--- config.mk ---
export PLATFORM = sky130hd
export DESIGN_NAME = rom_download_ctrl
export DESIGN_NICKNAME = d
export VERILOG_FILES = /design/src/rtl/rom_download_ctrl.sv
export SDC_FILE = /design/constraint.sdc
export NUM_CORES = 1
export LEC_CHECK = 0
export ABC_AREA = 1
export BUFFER_PORTS_ARGS = -buffer_cell sky130_fd_sc_hd__buf_2
export CELL_PAD_IN_SITES_DETAIL_PLACEMENT = 2
export CELL_PAD_IN_SITES_GLOBAL_PLACEMENT = 2
export CORE_MARGIN = 1
export CORE_UTILIZATION = 38
export CTS_CLUSTER_DIAMETER = 60
export DETAILED_ROUTE_END_ITERATION = 12
export PLACE_DENSITY = 0.9
export SETUP_SLACK_MARGIN = 0.2
export SKIP_CTS_REPAIR_TIMING = 1
export SYNTH_ARGS = -nofsm -noshare
export SYNTH_HDL_FRONTEND = slang
export SYNTH_SLANG_ARGS = --single-unit
--- constraint.sdc ---
create_clock -name clk_sys -period 3.58 [get_ports clk_sys]
set_clock_uncertainty 0.1 [all_clocks]
set_input_delay 0.537 -clock clk_sys [delete_from_list [all_inputs] [get_ports clk_sys]]
set_output_delay 0.537 -clock clk_sys [all_outputs]
set_load 0.01 [all_outputs]
--- src/rtl/rom_download_ctrl.sv ---
// rom_download_ctrl: buffers HPS ioctl download bytes into core ROM writes through a small FIFO
// and holds the game core in reset during and shortly after a download.
module rom_download_ctrl #(
    parameter int FIFO_DEPTH  = 4,
    parameter int HOLD_CYCLES = 16
) (
    input  logic        clk_sys,
    input  logic        reset_n,
    input  logic        ioctl_download,
    input  logic        ioctl_wr,
    input  logic [15:0] ioctl_addr,
    input  logic [7:0]  ioctl_dout,
    output logic        rom_wr,
    output logic [15:0] rom_addr,
    output logic [7:0]  rom_data,
    input  logic        rom_ready,
    output logic        core_reset,
    output logic        dn_busy,
    output logic        dn_overflow,
    output logic [15:0] byte_count,
    output logic [7:0]  checksum
);
    localparam int AW = $clog2(FIFO_DEPTH);
    typedef enum logic [1:0] {IDLE, LOAD, DRAIN, HOLD} state_t;
    state_t state, state_d;
    logic [7:0] hold_cnt, hold_cnt_d;
    logic dl_q, rise, clr, push_req, push, pop, full, empty;
    logic [AW:0] wr_ptr, rd_ptr;
    logic [23:0] mem [FIFO_DEPTH];
    assign rise = ioctl_download & ~dl_q;
    assign empty = wr_ptr == rd_ptr;
    assign full = (wr_ptr[AW] != rd_ptr[AW]) && (wr_ptr[AW-1:0] == rd_ptr[AW-1:0]);
    assign pop = ~empty & rom_ready;
    assign push_req = (state == LOAD) && ioctl_wr;
    // a full FIFO still accepts when the head leaves in the same cycle
    assign push = push_req && (!full || pop);
    assign rom_wr = ~empty;
    assign {rom_addr, rom_data} = mem[rd_ptr[AW-1:0]];
    assign core_reset = state != IDLE;
    assign dn_busy = state != IDLE;
    assign clr = rise && state_d == LOAD;
    always_comb begin
        state_d = state;
        hold_cnt_d = hold_cnt;
        case (state)
            IDLE: state_d = rise ? LOAD : IDLE;
            LOAD: state_d = ioctl_download ? LOAD : DRAIN;
            DRAIN: begin
                state_d = rise ? LOAD : empty ? HOLD : DRAIN;
                hold_cnt_d = 8'(HOLD_CYCLES);
            end
            HOLD: begin
                state_d = rise ? LOAD : hold_cnt == 8'd1 ? IDLE : HOLD;
                hold_cnt_d = hold_cnt - 8'd1;
            end
            default: state_d = IDLE;
        endcase
    end
    always_ff @(posedge clk_sys or negedge reset_n) begin
        if (!reset_n) begin
            state <= HOLD;
            hold_cnt <= 8'(HOLD_CYCLES);
            dl_q <= 1'b0;
            wr_ptr <= '0;
            rd_ptr <= '0;
            dn_overflow <= 1'b0;
            byte_count <= '0;
            checksum <= '0;
        end else begin
            state <= state_d;
            hold_cnt <= hold_cnt_d;
            dl_q <= ioctl_download;
            wr_ptr <= wr_ptr + {{AW{1'b0}}, push};
            rd_ptr <= rd_ptr + {{AW{1'b0}}, pop};
            dn_overflow <= clr ? 1'b0 : dn_overflow | (push_req & ~push);
            byte_count <= clr ? '0 : byte_count + {15'd0, push && byte_count != 16'hFFFF};
            checksum <= clr ? '0 : checksum + (push ? ioctl_dout : 8'd0);
        end
    end
    always_ff @(posedge clk_sys)
        if (push) mem[wr_ptr[AW-1:0]] <= {ioctl_addr, ioctl_dout};
endmodule

# After elaboration in Yosys (flattened, before gate mapping)
# Memory sizes are Yosys's and may differ from the RTL's.
# Index checks and enable logic that the tools add are counted.
[word_totals]
regBits = 42
latch_bits = 0
mem_bits_rw = 96
rom_bits = 0
out_inout_bits = 52
mem_count = 1
[mem_list]
columns = ["name", "depth", "word_bits", "rd", "rd_ports_with_merged_regs", "wr", "line_no", "rtl"]
rows = [
  ["mem", 4, 24, 1, 0, 1, "29", "logic [23:0] mem [FIFO_DEPTH];"],
]
[classes]
add_sub_neg = 5
multipliers = 0
n_div = 0
n_lt_le_gt_ge = 0
n_eq_ne = 9
n_shift = 0
mux = 14
bitwise_logic = 7
n_reduce_logical = 10
[ops]
columns = ["cell", "count"]
rows = [
  ["$add 16x1->16", 1],
  ["$mux 16", 1],
  ["$mux 8", 2],
  ["$ne 16x16->1 const B", 1],
  ["$pmux 8 s2", 1],
  ["$add 8x8->8", 1],
  ["$eq 8x1->1 const B", 1],
  ["$mux 2", 4],
  ["$pmux 2 s4", 1],
  ["$sub 8x1->8 const B", 1],
  ["$add 3x1->3", 2],
  ["$logic_and 1x1->1", 5],
  ["$mux 1", 5],
  ["$eq 2x1->1 const B", 2],
  ["$eq 2x2->1 const B", 2],
  ["$reduce_bool 2->1", 2],
  ["$and 1x1->1", 3],
  ["$eq 3x3->1", 1],
  ["$not 1->1", 3],
  ["$eq 2x2->1", 1],
  ["$logic_not 2->1", 1],
  ["$logic_not 1->1", 1],
  ["$logic_or 1x1->1", 1],
  ["$ne 1x1->1", 1],
  ["$or 1x1->1", 1],
]

# Longest topological paths before layout
[logic_depth]
word_depth = 9
depth_mapped = 16

# Least setup slack after synthesis
# Ideal clock, no wire load.
[synth_path]
path_kind = "register to register"
start = "register state[0]"
end = "memory mem[2][0] (enable)"
t_arrival_ns = 2.537
t_required_ns = 3.045
slack_ns = 0.508
stages_incl_launch_ff = 5
n_path_buf = 0
cell_sequence = "dfstp_2 nand2_1 nor2_2 nand2_2 nor3_1"
[synth_between]
elab_chain_cells = 5
[synth_rtl]
columns = ["element", "line_no", "rtl"]
rows = [
  ["start: declaration", "25", "state_t state, state_d;"],
  ["start signal: assignment", "70", "state <= state_d;"],
  ["$eq 2x1->1", "34", "assign push_req = (state == LOAD) && ioctl_wr;"],
  ["$logic_and 1x1->1", "34", ""],
  ["$logic_and 1x1->1", "36", "assign push = push_req && (!full || pop);"],
  ["$mux 1", "81", "if (push) mem[wr_ptr[AW-1:0]] <= {ioctl_addr, ioctl_dout};"],
  ["$mux 1 (implied by the code)", "81", ""],
  ["end: declaration", "29", ""],
]
# No other way between the ends.

# Worst setup path in the final report
[layout_path]
start = "register rd_ptr[0]"
end = "register byte_count[14]"
[layout_between]
elab_chain_cells = 8
word_cells_on_any_way = 16
[layout_rtl]
columns = ["element", "line_no", "rtl"]
rows = [
  ["start: declaration", "28", "logic [AW:0] wr_ptr, rd_ptr;"],
  ["start signal: assignment", "74", "rd_ptr <= rd_ptr + {{AW{1'b0}}, pop};"],
  ["$eq 3x3->1 / $eq 2x2->1 (equally long branches)", "31, 32", ""],
  ["$not 1->1 / $logic_and 1x1->1 (equally long branches)", "33, 32", ""],
  ["$and 1x1->1 / $logic_not 1->1 (equally long branches)", "33, 36", ""],
  ["$logic_or 1x1->1", "36", ""],
  ["$logic_and 1x1->1", "36", ""],
  ["$logic_and 1x1->1", "76", "byte_count <= clr ? '0 : byte_count + {15'd0, push && byte_count != 16'hFFFF};"],
  ["$add 16x1->16", "76", ""],
  ["$mux 16 (*)", "76", ""],
  ["end signal: assignment", "76", ""],
  ["end: declaration", "20", "output logic [15:0] byte_count,"],
]
# Every way passes the cells marked *; elsewhere a longest branch is shown, timed or not.
# A chain may end at the register's enable or synchronous reset.

==> summary.txt <==
Logic synthesis
  – Post-synthesis simple-gate area fraction: 13.6%
  – Predominant post-synthesis flop cell: edfxtp_1
  – Share of the synthesized area in the top cell type: around 50%
  – EDFF count, synth: 96
  – Flops & latches, synth: about 140
  – Seq/Total Area, Yosys: about two thirds
  – Largest family of logic cells by synthesized area: simple AND/OR/NAND/NOR gates
  – Post-Synthesis Cell Area: 5880 um^2
  – Post-synthesis mux area share: 0%
  – Compound-Gate Fraction of Synth Area: about a tenth
  – Syn. warnings: 0
  – Synth Area in XOR/XNOR: 1.19%
  – Top cells by area, synth: edfxtp_1 49%, dfrtp_1 17%, nor2_1 5.7%
  – Cell variety after synth: 33
  – Net count after synthesis: 561
  – Largest area contributor in the netlist: edfxtp_1
  – Fraction of registers with async set/reset: between 30% and 40%
  – Syn_area_per_cell: ~11 um^2
  – Mapped Cells: a little over 500
  – Adder-Cell Fraction of Synth Area: roughly 3.5%

Detailed routing
  – Routed WL: ~17000 um
  – DRC violations left: 0
  – First-iteration detailed-routing DRC count: 175
  – Post-route ant nets: 0
  – Routed vias: around 4300
  – Routed vias/inst: about 5.4
  – DRT Pass-1 Iters: 6
  – Routed WL per cell: approximately 21 um

Floorplanning
  – Core area: ~15000 um^2
  – IO Pins: 81
  – Initial Utilization: 38.8%
  – Die Wd: around 130 um
  – Die area: about 16000 um^2
  – Die Ht: ~130 um
  – FP Rows: 45

Finish
  – Layout fillers: around 1600
  – Footprint of the multi-input gates: roughly 1700 um^2
  – N_diodes: 0
  – Area Growth Syn to Fin: 21.9%
  – Post-route design area: 7160 um^2
  – Finished Layout Cells: between 800 and 900
  – Layout cell share with drive strength beyond 1: 23.6%
  – Utilization after layout: between 40% and 50%
  – Nets: 650
  – Sequential cell area: approximately 4000 um^2

Timing
  – Crit path time final: between 3 and 4 ns
  – Setup TNS after final layout: 0 ns
  – Slew margin rel.: about a third
  – RSZ-0062 raised after global routing: false
  – Slew Limit Fails: 0
  – Smallest hold slack: around 0.17 ns
  – Setup violations, final: 0
  – Peak Freq: 0.325 GHz
  – Worst-Margin Slew: just over 1 ns
  – Period utilization: a little under nine tenths
  – Final Hold Viols: 0

Clock tree
  – Root Driver: clkbuf_16
  – CTS clk-pin slew, worst paths: ~0.060 ns
  – CTS tree: built
  – Clock Tree Buf Depth: 2
  – Clock Sinks: roughly 140
  – CTS Buf Count: 17
  – Worst-skew pair later-pin latency: between 0.4 and 0.5 ns
  – CTS H-tree lvls: 4

Global route
  – Global-route wire length before repair: 27500 um
  – Tot GR Track Use: around a quarter
  – Gr ovfl total: 0
  – Vias in the first global route: roughly 5000
  – Largest net degree at the start of global routing: 49
  – Initial antenna violation count: 1

Critical path
  – Req. time, crit path: 3.79 ns
  – Worst R2R Start: rd_ptr[0]$_DFF_PN0_
  – Crit path max-delay family: simple AND/OR/NAND/NOR gates
  – Worst path bufs/invs: 0
  – Cell mode on critical path: nand2_1
  – Critical-path cell list: nand2_1 -> nand2_1 -> nor2_4 -> nand2_2 -> nand2_2 -> a21oi_1 -> ha_1 -> ha_1 -> nand3_1 -> nor2_2 -> nand2_1 -> nor3_2 -> xor2_1 -> nor2_1
  – Crit. End Element: register
  – CP Class: register to register
  – Crit-path slowest cell: dfrtp_1
  – Worst Setup SP: rd_ptr[0]$_DFF_PN0_
  – Crit-path max FO: 16
  – CP peak stage delay: 0.72 ns
  – CP Launch Type: register
  – Worst EP arrival: about 3.3 ns

Placement
  – Hpwl dp: around 11000 um
  – DP Cell Count: roughly 770
  – Gpl congestion: ~0.8
  – Area after DPL: 6510 um^2
  – PortBufs: 80

Worst hold path
  – Hold Startpoint: ioctl_download
  – Hold Crit Class: input pin to register

Outcome
  – Outcome: complete, no violations

Run
  – MaxCap Viol Count: 0

Power and ir drop
  – Max IR drop VDD: about 0.36 mV
  – Static leakage: between 0.002 and 0.003 uW
  – Pwr/cell area: ~830 nW/um^2
-- registers in the layout, summed over array words and instances (netlist names) --
register	count
checksum	8
wr_ptr	3
mem	96
dn_overflow	1
hold_cnt	8
state	2
dl_q	1
rd_ptr	3
byte_count	16
-- where the power goes --
part / internal [uW] / switching, uW / leakage (uW)
registers: 1990 / 196 / 0.00142
logic: 597 / 1210 / 0.00123
clock network: 1280 / 674 / 0.000315
-- area by class of cell --
cell class,instances,area share (%)
flip-flops and latches,138,55.0
multi-input cells,316,23.9
clock buffers,22,6.48
repair buffers,88,6.43
well taps,188,3.28
clock inverters,10,2.64
inverters,44,2.31
-- cells by family (layout without fill, tap and decap cells) --
| group | Yosys count | count (layout) |
|---|---|---|
| AO/OA/AOI/OAI | 113 | 113 |
| adder cells (fa/ha/maj) | 16 | 16 |
| buffers and inverters | 62 | 164 |
| flip-flops | 138 | 138 |
| AND/OR/NAND/NOR | 179 | 179 |
| XOR/XNOR | 8 | 8 |
-- worst register-to-register path, cell delays in order, from the launching register on --
cell and delay (ns):
dfrtp_1 0.72, nand2_1 0.14, nand2_1 0.14, nor2_4 0.05
nand2_2 0.10, nand2_2 0.22, a21oi_1 0.22, ha_1 0.22
ha_1 0.23, nand3_1 0.15, nor2_2 0.20, nand2_1 0.14
nor3_2 0.15, xor2_1 0.16, nor2_1 0.05
-- routing by layer --
| metal | track usage [%] | part of all wire [%] | routed length (um) |
|---|---|---|---|
| met1 | 26.4 | 40 | 6910 |
| met2 | 42.7 | 55 | 9360 |
| met3 | 4.93 | 2.9 | 489 |
| met4 | 9.50 | 2.1 | 356 |
| met5 | 0 | 0 | 0 |
-- cells in the final DEF, fill, tap and decap left out, types with 7 or more instances in the layout --
master	instances
ha_1	15
dfrtp_1	39
o22ai_1	25
nand2_1	43
buf_2	80
nor2_1	89
a21oi_1	19
nand2_2	7
edfxtp_1	96
nand4_1	8
o21ai_0	62
inv_1	41
clkbuf_16	17
nand3_1	10
buf_4	8
-- cell usage after synthesis, types with 8 or more instances --
cell type  count
o22ai_1       25
nor2_1        89
edfxtp_1      96
nor3_1         8
nand3_1       10
nand2_1       43
inv_1         41
dfrtp_1       39
nand4_1        8
o21ai_0       62
clkbuf_1       9
ha_1          15
a21oi_1       19
-- worst paths after layout --
check                                      endpoint  slack [ns]  depth (start not counted)
setup / recovery           byte_count[14]$_DFF_PN0_        0.50                         14
hold / removal                       dl_q$_DFF_PN0_        0.17                          1
setup reg to reg           byte_count[14]$_DFF_PN0_        0.50                         14
hold reg to reg               dn_overflow$_DFF_PN0_        0.41                          1
max in group asynchronous     checksum[2]$_DFF_PN0_        2.57                          1
min in group asynchronous   hold_cnt[5]$_DFFE_PN0P_        0.19                          1
-- metrics by stage --
stage	setup WS, ns	total power [uW]
4_1_cts	0.499	6030
3_3_place_gp	0.772	3850
2_1_floorplan	0.508	3270
5_1_grt	0.243	6270
6_report	0.500	5950
3_5_place_dp	0.574	4020
No activity file was read; power rests on OpenSTA's default activity.
